===== config.mk =====
export PLATFORM = sky130hd
export DESIGN_NAME = cache_arbiter
export DESIGN_NICKNAME = d
export VERILOG_FILES = /design/src/rtl/cache_arb_pkg.sv /design/src/rtl/cache_arbiter.sv
export SDC_FILE = /design/constraint.sdc
export NUM_CORES = 1
export LEC_CHECK = 0
export CELL_PAD_IN_SITES_DETAIL_PLACEMENT = 0
export CELL_PAD_IN_SITES_GLOBAL_PLACEMENT = 1
export CORE_AREA = 2 2 544 546
export DETAILED_ROUTE_END_ITERATION = 8
export DIE_AREA = 0 0 546 548
export GPL_TIMING_DRIVEN = 0
export PLACE_DENSITY_LB_ADDON = 0.1
export SYNTH_ARGS = -nofsm -noshare
export SYNTH_HDL_FRONTEND = slang
export SYNTH_SLANG_ARGS = --single-unit
export TNS_END_PERCENT = 100

===== constraint.sdc =====
create_clock -name clk -period 3.6 [get_ports clk]
set_clock_uncertainty 0.15 [all_clocks]
set_input_delay 1.08 -clock clk [delete_from_list [all_inputs] [get_ports clk]]
set_output_delay 1.08 -clock clk [all_outputs]
set_load 0.01 [all_outputs]

===== src/rtl/cache_arb_pkg.sv =====
// Shared types and default widths for the I/D cache line-port arbiter.
package cache_arb_pkg;

    localparam int unsigned ADDR_W_DEF = 32;
    localparam int unsigned LINE_W_DEF = 256;

    typedef enum logic [1:0] {
        IDLE    = 2'd0,
        GRANT_I = 2'd1,
        GRANT_D = 2'd2,
        RELEASE = 2'd3
    } arb_state_t;

    typedef enum logic {
        GNT_I = 1'b0,
        GNT_D = 1'b1
    } grant_t;

endpackage


===== src/rtl/cache_arbiter.sv =====
// Round-robin arbiter sharing one lower-level line port between the I-cache and D-cache.
//
//   state   | meaning
//   IDLE    | evaluate requests, latch the winner's address/op/data
//   GRANT_I | I-cache line fill in flight on the mem port
//   GRANT_D | D-cache fill or writeback in flight on the mem port
//   RELEASE | one dead cycle so the served cache can drop its request
module cache_arbiter
    import cache_arb_pkg::*;
#(
    parameter int unsigned ADDR_W = ADDR_W_DEF,
    parameter int unsigned LINE_W = LINE_W_DEF
) (
    input  logic              clk,
    input  logic              rst,
    input  logic              i_read_i,
    input  logic [ADDR_W-1:0] i_address_i,
    output logic [LINE_W-1:0] i_line_o,
    output logic              i_resp_o,
    input  logic              d_read_i,
    input  logic              d_write_i,
    input  logic [ADDR_W-1:0] d_address_i,
    input  logic [LINE_W-1:0] d_wdata_i,
    output logic [LINE_W-1:0] d_line_o,
    output logic              d_resp_o,
    output logic              mem_read_o,
    output logic              mem_write_o,
    output logic [ADDR_W-1:0] mem_address_o,
    output logic [LINE_W-1:0] mem_wdata_o,
    input  logic [LINE_W-1:0] mem_rdata_i,
    input  logic              mem_resp_i
);

    arb_state_t        state_q, state_d;
    grant_t            last_q, last_d;
    logic [ADDR_W-1:0] addr_q, addr_d;
    logic [LINE_W-1:0] wdata_q, wdata_d;
    logic              write_q, write_d;
    logic              i_req, d_req, granted;

    assign i_req = i_read_i;
    assign d_req = d_read_i | d_write_i;

    always_comb begin
        state_d  = state_q;
        last_d   = last_q;
        addr_d   = addr_q;
        wdata_d  = wdata_q;
        write_d  = write_q;
        i_resp_o = 1'b0;
        d_resp_o = 1'b0;
        case (state_q)
            IDLE: begin
                // On a tie, whoever was not served last wins.
                if (i_req && (!d_req || last_q == GNT_D)) begin
                    state_d = GRANT_I;
                    addr_d  = i_address_i;
                    wdata_d = '0;
                    write_d = 1'b0;
                end else if (d_req) begin
                    state_d = GRANT_D;
                    addr_d  = d_address_i;
                    wdata_d = d_wdata_i;
                    write_d = d_write_i;
                end
            end
            GRANT_I: begin
                if (mem_resp_i) begin
                    i_resp_o = !rst;
                    state_d  = RELEASE;
                    last_d   = GNT_I;
                end
            end
            GRANT_D: begin
                if (mem_resp_i) begin
                    d_resp_o = !rst;
                    state_d  = RELEASE;
                    last_d   = GNT_D;
                end
            end
            default: state_d = IDLE;
        endcase
    end

    always_ff @(posedge clk) begin
        if (rst) begin
            state_q <= IDLE;
            last_q  <= GNT_D;
            addr_q  <= '0;
            wdata_q <= '0;
            write_q <= 1'b0;
        end else begin
            state_q <= state_d;
            last_q  <= last_d;
            addr_q  <= addr_d;
            wdata_q <= wdata_d;
            write_q <= write_d;
        end
    end

    // Mem port is quiet (all zero) outside a grant and while reset is held.
    assign granted       = !rst && (state_q == GRANT_I || state_q == GRANT_D);
    assign mem_read_o    = granted && !write_q;
    assign mem_write_o   = granted && write_q;
    assign mem_address_o = granted ? addr_q : '0;
    assign mem_wdata_o   = granted ? wdata_q : '0;

    assign i_line_o = mem_rdata_i;
    assign d_line_o = mem_rdata_i;

endmodule

After elaboration in Yosys (flattened, before gate mapping)
Index checks and enable logic that the tools add are counted.
Widths: inputs -> output; s select.
{ "word_totals": {"reg_bits": 292, "in_bits": 582, "out_inout_bits": 804, "word_cells": 46} }
{ "op_classes": {"n_eq_ne": 6, "mux": 18, "n_bitwise": 1, "n_reduce_logical": 16} }
{ "op_table": {"columns": ["cell", "n"], "rows": [
  ["$mux 256", 3],
  ["$mux 32", 3],
  ["$mux 1", 7],
  ["$mux 2", 3],
  ["$logic_and 1x1->1", 4],
  ["$ne 2x2->1 const B", 2],
  ["$pmux 2 s2", 1],
  ["$reduce_and 2->1", 2],
  ["$reduce_bool 2->1", 2],
  ["$logic_not 1->1", 3],
  ["$ne 3x3->1 const B", 1],
  ["$reduce_and 3->1", 1],
  ["$eq 2x1->1 const B", 1],
  ["$eq 2x2->1 const B", 1],
  ["$logic_not 2->1", 1],
  ["$logic_or 1x1->1", 2],
  ["$ne 2x1->1 const B", 1],
  ["$pmux 1 s2", 1],
  ["$reduce_or 2->1", 1],
  ["$or 1x1->1", 1]
]} }

Longest topological paths before layout
Gate-level depths: netlist of run 1.
{ "depth": {"ltp_word": 6, "ltp_mapped": 8, "mapped_depth_nobuf": 5} }

Least setup slack after synthesis of run 1
No wires, ideal clock.
{ "synth_path": {"kind": "input-to-output", "startpoint": "input rst", "endpoint": "output mem_wdata_o[155]", "arrival_time_ns": 2.100, "required_time_ns": 2.370, "path_slack_ns": 0.270, "cell_stages": 6, "n_path_buf": 4, "cell_sequence": "buf_2 nor2b_1 buf_2 buf_2 clkbuf_1 and2_1"} }
{ "synth_via": {"elab_chain_cells": 3} }
{ "synth_rtl": {"columns": ["element", "line", "rtl"], "rows": [
  ["start: declaration", "cache_arbiter.sv:15", "input logic rst,"],
  ["$logic_not 1->1", "cache_arbiter.sv:102", "assign granted = !rst && (state_q == GRANT_I || state_q == GRANT_D);"],
  ["$logic_and 1x1->1", "cache_arbiter.sv:102", null],
  ["$mux 256", "cache_arbiter.sv:106", "assign mem_wdata_o = granted ? wdata_q : '0;"],
  ["end: declaration", "cache_arbiter.sv:29", "output logic [LINE_W-1:0] mem_wdata_o,"]
]} }
Every way passes these cells.

Worst setup path after layout of run 1
{ "layout_path": {"startpoint": "input mem_resp_i", "endpoint": "output d_resp_o"} }
{ "layout_via": {"elab_chain_cells": 2} }
{ "layout_rtl": {"columns": ["element", "line", "rtl"], "rows": [
  ["start: declaration", "cache_arbiter.sv:31", "input logic mem_resp_i"],
  ["$mux 1", "cache_arbiter.sv:75", "if (mem_resp_i) begin"],
  ["$mux 1", "cache_arbiter.sv:52", "case (state_q)"],
  ["end: declaration", "cache_arbiter.sv:25", "output logic d_resp_o,"]
]} }
Every way passes these cells.

==> results of run 1 <==
[per-stage QoR]
stage                      util  instances
final                     0.123       7138
after global routing      0.123       7124
after detailed placement  0.112       6983
after CTS                 0.120       7083
after floorplan               -       1936
after global placement    0.112       6982
[path summary, 6_finish.rpt]
kind / endpoint / cells past startpoint
hold / removal: wdata_q[110] / 2
setup / recovery: d_resp_o / 3
hold reg to reg: wdata_q[110] / 2
setup reg to reg: wdata_q[183] / 7
[routing by layer]
metal,track usage,wire length [µm]
met3,0.0513,17000
met5,0,415
met1,0.107,60000
met4,0.0127,1870
met2,0.191,84900
[cells by family (layout without fill, tap and decap cells)]
logic type | Yosys count | count (layout)
AO/OA/AOI/OAI | 331 | 331
adder cells (fa/ha/maj) | 4 | 4
buffers and inverters | 687 | 1953
flip-flops | 292 | 292
other | 0 | 17
AND/OR/NAND/NOR | 622 | 622
[sequential cells by signal, indices dropped and copies added (netlist names)]
name	count
wdata_q	256
state_q	2
write_q	1
last_q	1
addr_q	32
[cell usage in the layout (no fill, tap or decap), drive strengths merged, types with 2 or more instances in the layout]
cell / synthesis / routed
a311oi: 32 / 32
a32oi: 256 / 256
and2: 290 / 290
and3b: 2 / 2
buf: 585 / 876
clkbuf: 98 / 197
clkdlybuf4s15: 0 / 31
clkdlybuf4s50: 0 / 836
clkinv: 0 / 5
dfxtp: 292 / 292
diode: 0 / 17
ha: 4 / 4
inv: 4 / 5
nand2b: 3 / 3
nand3: 32 / 32
nor2: 289 / 289
nor2b: 2 / 2
o21ai: 33 / 33
o32ai: 2 / 2
or4: 2 / 2
[worst reg2reg max path: stages (launching register included)]
cell and delay (ns):
dfxtp_2 0.32, inv_2 0.09, ha_4 0.12, buf_2 0.32, clkbuf_1 0.95, clkbuf_1 0.60
a32oi_1 0.20, nor2_1 0.12
[area by class of cell]
type                    instances  area [µm²]  area share
diodes                         17        42.5     0.00118
plain buffers                 682        5090       0.141
clock buffers                  76        1370      0.0379
clock inverters                 8         119     0.00330
inverters                       4        15.0    0.000416
multi-input cells             957        6510       0.180
flip-flops and latches        292        5850       0.162
well taps                    3919        4900       0.136
repair buffers               1183       12200       0.337
[synthesized netlist by cell type (all sizes together)]
master     n  area [µm²]
o221ai     1        8.76
a221o      1        10.0
nand2b     3        18.8
nand2      1        3.75
buf      585        4220
nand3     32         160
o32ai      2        17.5
a31oi      1        6.26
o31ai      1        21.3
or4        2        15.0
a2bb2oi    1        15.0
dfxtp    292        5850
o21ai     33         165
o31a       1        8.76
inv        4        15.0
and2     290        1810
o21bai     1        11.3
nor4b      1        8.76
and3b      2        17.5
nor2b      2        12.5
clkbuf    98         368
a311oi    32         349
nor2     289        1080
o21ba      1        10.0
a32oi    256        2240
ha         4        50.1
[where the power goes]
part / switching (W) / internal, W / leakage (nW)
logic: 0.00432 / 0.00371 / 10.6
clock network: 0.00198 / 0.00267 / 0.715
registers: 0.000336 / 0.00383 / 2.39
[repair_timing]
action                                  in CTS  in global routing
hold endpoints to repair                     0                  0
pin swaps                                   40                 59
buffers inserted                             7                 23
resized for setup                         1371                511
cloned                                       9                 16
endpoints found under the setup margin     292                292
hold buffers                                 0                  0
==> results.json, run 1 <==
{
  "gp_congestion": 0.720,
  "yosysSeqAreaShare": 0.354,
  "synth_fa_ha_area_frac": 0.00303,
  "post-route-min-period_ns": 3.74,
  "numCtsBuffers": 48,
  "grt_pass1_vias": 19086,
  "cp_data_required_time_ns": 2.37,
  "p_leak_nw": 13.7,
  "p_per_area_nw_per_um2": 467,
  "die_h_um": 548,
  "via_count": 18616,
  "synth_mux_area_frac": 0,
  "drtPass1Iterations": 4,
  "crit_family": "buffers and inverters",
  "syn-cell-area_um2": 16500,
  "post_drt_wl_per_cell_um": 23.0,
  "cp_slowest_cell": "clkdlybuf4s50_1",
  "fin_setup_tns_ns": -8.65,
  "grt_pass1_wl_um": 206000,
  "yosys.area_share.simple": 0.190,
  "drive_gt1_frac": 0.382,
  "path_max_fanout": 5,
  "synth_cell_types": 31,
  "post-place-ws_ns": -2.26,
  "rsz0062_at_grt": "true",
  "start_kind": "primary input",
  "via_per_inst": 2.61,
  "place_area_um2": 32700,
  "timing.critical_path.mode_cell": "clkdlybuf4s50_1",
  "path_class": "primary input to primary output",
  "clockBufferDepth": 3,
  "post-route-cell-area_um2": 36100,
  "drc": 0,
  "crit_start": "mem_resp_i",
  "dieArea_um2": 299000,
  "antenna_found_initial": 90,
  "rrSetupSlack_ns": 0.62,
  "whs_ns": 0.327,
  "synth_xor_xnor_area_share": 0,
  "period_share": 1.04,
  "area_growth_pct": 119,
  "worst_slew_pin_slew_ns": 1.24,
  "ys.warnings.count": 0,
  "min_path_type": "register to register",
  "clk_latency_ns": 0.68,
  "status": "finished, violations left",
  "num_rows": 199,
  "min_from": "wdata_q[110]",
  "syn-num-nets": 2522,
  "synth_compound_area_frac": 0.174,
  "dr.first_iter.drc_count": 666,
  "max_stage_delay_ns": 0.65,
  "avgSynthCellArea_um2": 8.52,
  "cp_num_buf_inv": 2,
  "initial_core_util": 0.0563,
  "clock_sinks": 292,
  "violations": "setup timing",
  "io_buffers": 1127,
  "arrival_ns": 2.51,
  "nFillCells": 33702,
  "dp_hpwl_um": 138000,
  "clkSlewWorstSetupHoldPaths_ns": 0.05,
  "pin_count": 1386,
  "finalWorstSetupSlack_ns": -0.143,
  "vdd_drop_max_mv": 0.314,
  "detail-route-antenna-nets": 0,
  "maxSlewHeadroom": 0.174,
  "grt.overflow.total": 0,
  "drv_slew": 0,
  "grt_start_max_net_pins": 15,
  "grtUsageTotal": 0.103,
  "coreArea_um2": 293000,
  "clockRootBuffer": "clkbuf_16",
  "nets": 3754,
  "critPathCaptureType": "primary output",
  "synth_seq_cells": 292,
  "tritoncts": "built",
  "path_cells": "clkdlybuf4s50_1 > and3b_1 > clkdlybuf4s50_1",
  "max_freq_mhz": 267,
  "die_x_um": 546,
  "finalPower_w": 0.0168,
  "cts_max_level": 2,
  "syn_inst": 1936,
  "hold_viol_final": 0,
  "max_cap_violations": 0,
  "routed_wirelength_um": 164000,
  "setup_viol": 185,
  "r2r-start": "state_q[0]",
  "synth_top_family_by_area": "buffers and inverters"
}
No activity file was read; power rests on OpenSTA's default activity.
==> run 2, diff against run 1 <==
--- a/config.mk
+++ b/config.mk
@@ -5,11 +5,12 @@
 export SDC_FILE = /design/constraint.sdc
 export NUM_CORES = 1
 export LEC_CHECK = 0
+export ABC_AREA = 1
 export CELL_PAD_IN_SITES_DETAIL_PLACEMENT = 0
 export CELL_PAD_IN_SITES_GLOBAL_PLACEMENT = 1
-export CORE_AREA = 2 2 544 546
+export CORE_AREA = 2 2 546 548
 export DETAILED_ROUTE_END_ITERATION = 8
-export DIE_AREA = 0 0 546 548
+export DIE_AREA = 0 0 548 550
 export GPL_TIMING_DRIVEN = 0
 export PLACE_DENSITY_LB_ADDON = 0.1
 export SYNTH_ARGS = -nofsm -noshare
==> results.json, run 2 <==
{
  "status": "finished, final reports clean",
  "layout_commonest_cell": "clkdlybuf4s50_1",
  "timing.critical_path.mode_cell": "buf_6",
  "dieArea_um2": 301000,
  "path_max_fanout": 6,
  "synth_most_common_cell": "nand2_1",
  "maxSlewHeadroom": 0.365,
  "area_growth_pct": 116,
  "grt.overflow.total": 0,
  "vdd_drop_max_mv": 0.383,
  "post-route-min-period_ns": 3.60,
  "path_cells": "buf_4 > inv_2 > nand2_8 > clkbuf_16 > buf_16 > buf_12 > buf_6 > nor2_4 > buf_6",
  "ys.flop_type": "dfxtp_1",
  "ys.warnings.count": 0,
  "postCtsHoldBufs": 0,
  "routed_wirelength_um": 153000,
  "critPathCaptureType": "primary output",
  "final_cell_mix": "clkdlybuf4s50_1, buf_4, nand2_1, inv_1, a21oi_1",
  "largest_reg_flops": 256,
  "start_kind": "primary input",
  "clockRootBuffer": "clkbuf_16",
  "period_share": 0.999,
  "finish.utilization": 0.123,
  "grt_start_max_net_pins": 20,
  "grt_pass1_vias": 19433,
  "syn-cell-area_um2": 16800,
  "nets": 4327,
  "cp_num_buf_inv": 7,
  "via_count": 19231,
  "clkSlewWorstSetupHoldPaths_ns": 0.05,
  "min_from": "wdata_q[56]",
  "finalWorstSetupSlack_ns": 0.00322,
  "synth_seq_cells": 292,
  "initial_core_util": 0.0570,
  "drtPass1Iterations": 4,
  "cp_slowest_cell": "clkbuf_16",
  "cts_max_level": 2,
  "cp.depth": 9,
  "syn-num-nets": 3106,
  "max_cap_violations": 0,
  "tritoncts": "built",
  "synth_edf_count": 0,
  "yosys-top-cells-area": "dfxtp_1, buf_4, nand2_1",
  "yosysSeqAreaShare": 0.347,
  "p_per_area_nw_per_um2": 485,
  "p_switching_w": 0.00697,
  "drive_gt1_frac": 0.316,
  "p_leak_nw": 14.0,
  "synth_cell_types": 17,
  "finalPower_w": 0.0176,
  "dp_hpwl_um": 128000,
  "numCtsBuffers": 52,
  "avgSynthCellArea_um2": 6.68,
  "dr.first_iter.drc_count": 446,
  "drc": 0,
  "p_sw_frac": 0.396,
  "clk_latency_ns": 0.64,
  "rr_endpoint": "wdata_q[126]",
  "p_comb_frac": 0.453,
  "num_rows": 200,
  "cp_data_required_time_ns": 2.37,
  "post_drt_wl_per_cell_um": 19.8,
  "reg_top3": "wdata_q x256, addr_q x32, state_q x2",
  "dp.cells": 7588,
  "grt_pass1_wl_um": 195000,
  "arrival_ns": 2.37,
  "hold_viol_final": 0,
  "p_clk_frac": 0.310,
  "drv_slew": 0,
  "path_class": "primary input to primary output",
  "worst_slew_pin_slew_ns": 0.953,
  "whs_ns": 0.313,
  "p_seq_frac": 0.237,
  "crit_family": "buffers and inverters",
  "post-place-ws_ns": -2.36,
  "io_buffers": 1128,
  "antenna_found_initial": 88,
  "rrSetupSlack_ns": 1.30,
  "largest-register": "wdata_q",
  "pin_count": 1386,
  "clockBufferDepth": 3,
  "ys_async_sr_fraction": 0,
  "grtUsageTotal": 0.0971,
  "die_x_um": 548,
  "coreArea_um2": 296000,
  "clock_sinks": 292,
  "via_per_inst": 2.49,
  "die_h_um": 550,
  "stdcell_count": 7737,
  "r2r-start": "last_q",
  "gp_congestion": 0.755,
  "synth_top_area_share": 0.347,
  "min_path_type": "register to register",
  "worstHoldEndpoint": "wdata_q[56]",
  "detail-route-antenna-nets": 0,
  "rsz0062_at_grt": "true",
  "internal_power_w": 0.0106,
  "setup_viol": 0,
  "syn_inst": 2520,
  "netlist_top_cells_count": "nand2_1, buf_4, inv_1",
  "reg2reg_depth": 9,
  "max_stage_delay_ns": 0.20,
  "hold_depth": 2,
  "synth_largest_area_cell": "dfxtp_1",
  "max_freq_mhz": 278
}
run 2: cell count changes after synthesis, sizes merged, moves of 32 or more:
cell,before,now
a21oi,0,291
clkbuf,98,56
a311oi,32,0
a32oi,256,0
and2,290,0
inv,4,331
nand2,1,623
run 2: per-stage QoR:
step,TNS (ns),instance area [µm²]
after detailed placement,-479.28,33100
after global routing,-1.02,36300
after CTS,-10.70,36200
after floorplan,0,16800
final,0,36300
after global placement,-557.65,33100
run 2: what timing repair did:
item	4_1_cts	5_1_grt
setup buffers	20	5
setup endpoints to repair	292	218
gates cloned	19	1
pin swaps	6	16
gates resized for setup	1761	172
run 2: routing by layer:
| layer | track usage | share of wire | vias up |
|---|---|---|---|
| met5 | 0 | 0.0032 | - |
| met4 | 0.0172 | 0.017 | 76 |
| met3 | 0.0528 | 0.12 | 218 |
| met2 | 0.172 | 0.49 | 868 |
| met1 | 0.101 | 0.37 | 8577 |
| li1 | - | - | 9492 |
run 2: worst min-delay path, stage by stage, from the launching register on:
cell     delay [ns]
dfxtp_1        0.31
nand2_1        0.06
a21oi_1        0.05
run 2: worst max path at each step:
| stage | endpoint | slack (ns) | from |
|---|---|---|---|
| floorplan | mem_wdata_o[155] | 0.35 | rst |
| global placement | mem_wdata_o[152] | -2.38 | rst |
| detailed placement | mem_wdata_o[251] | -2.36 | rst |
| CTS | mem_wdata_o[177] | -0.20 | state_q[0] |
| global route | mem_wdata_o[230] | -0.08 | state_q[1] |
| finish | mem_wdata_o[230] | 0.003 | rst |
run 2: logic make-up after synthesis:
group                      share of synthesized area
AOI/OAI and AO/OA                             0.0871
buffers and inverters                          0.346
and+or+nand+nor                                0.217
adders and majority gates                    0.00297
DFF                                            0.347
run 2: area by class of cell:
| class | instances | area [µm²] |
|---|---|---|
| multi-input combinational | 1251 | 6050 |
| clock inverter | 19 | 303 |
| buffer | 644 | 5040 |
| inverter | 331 | 1240 |
| timing repair buffer | 1169 | 11400 |
| antenna | 22 | 55.1 |
| tap | 3939 | 4930 |
| fill | 34257 | 259000 |
| clock buffer | 70 | 1480 |
| sequential | 292 | 5850 |
run 2: power by group through the flow:
stage	clock (W)	combinational, W	sequential (W)
global route	0.00594	0.00885	0.00426
finish	0.00546	0.00797	0.00418
detailed placement	0	0.00682	0.00425
global placement	0	0.00688	0.00425
floorplan	0	0.00320	0.00416
CTS	0.00587	0.00843	0.00419
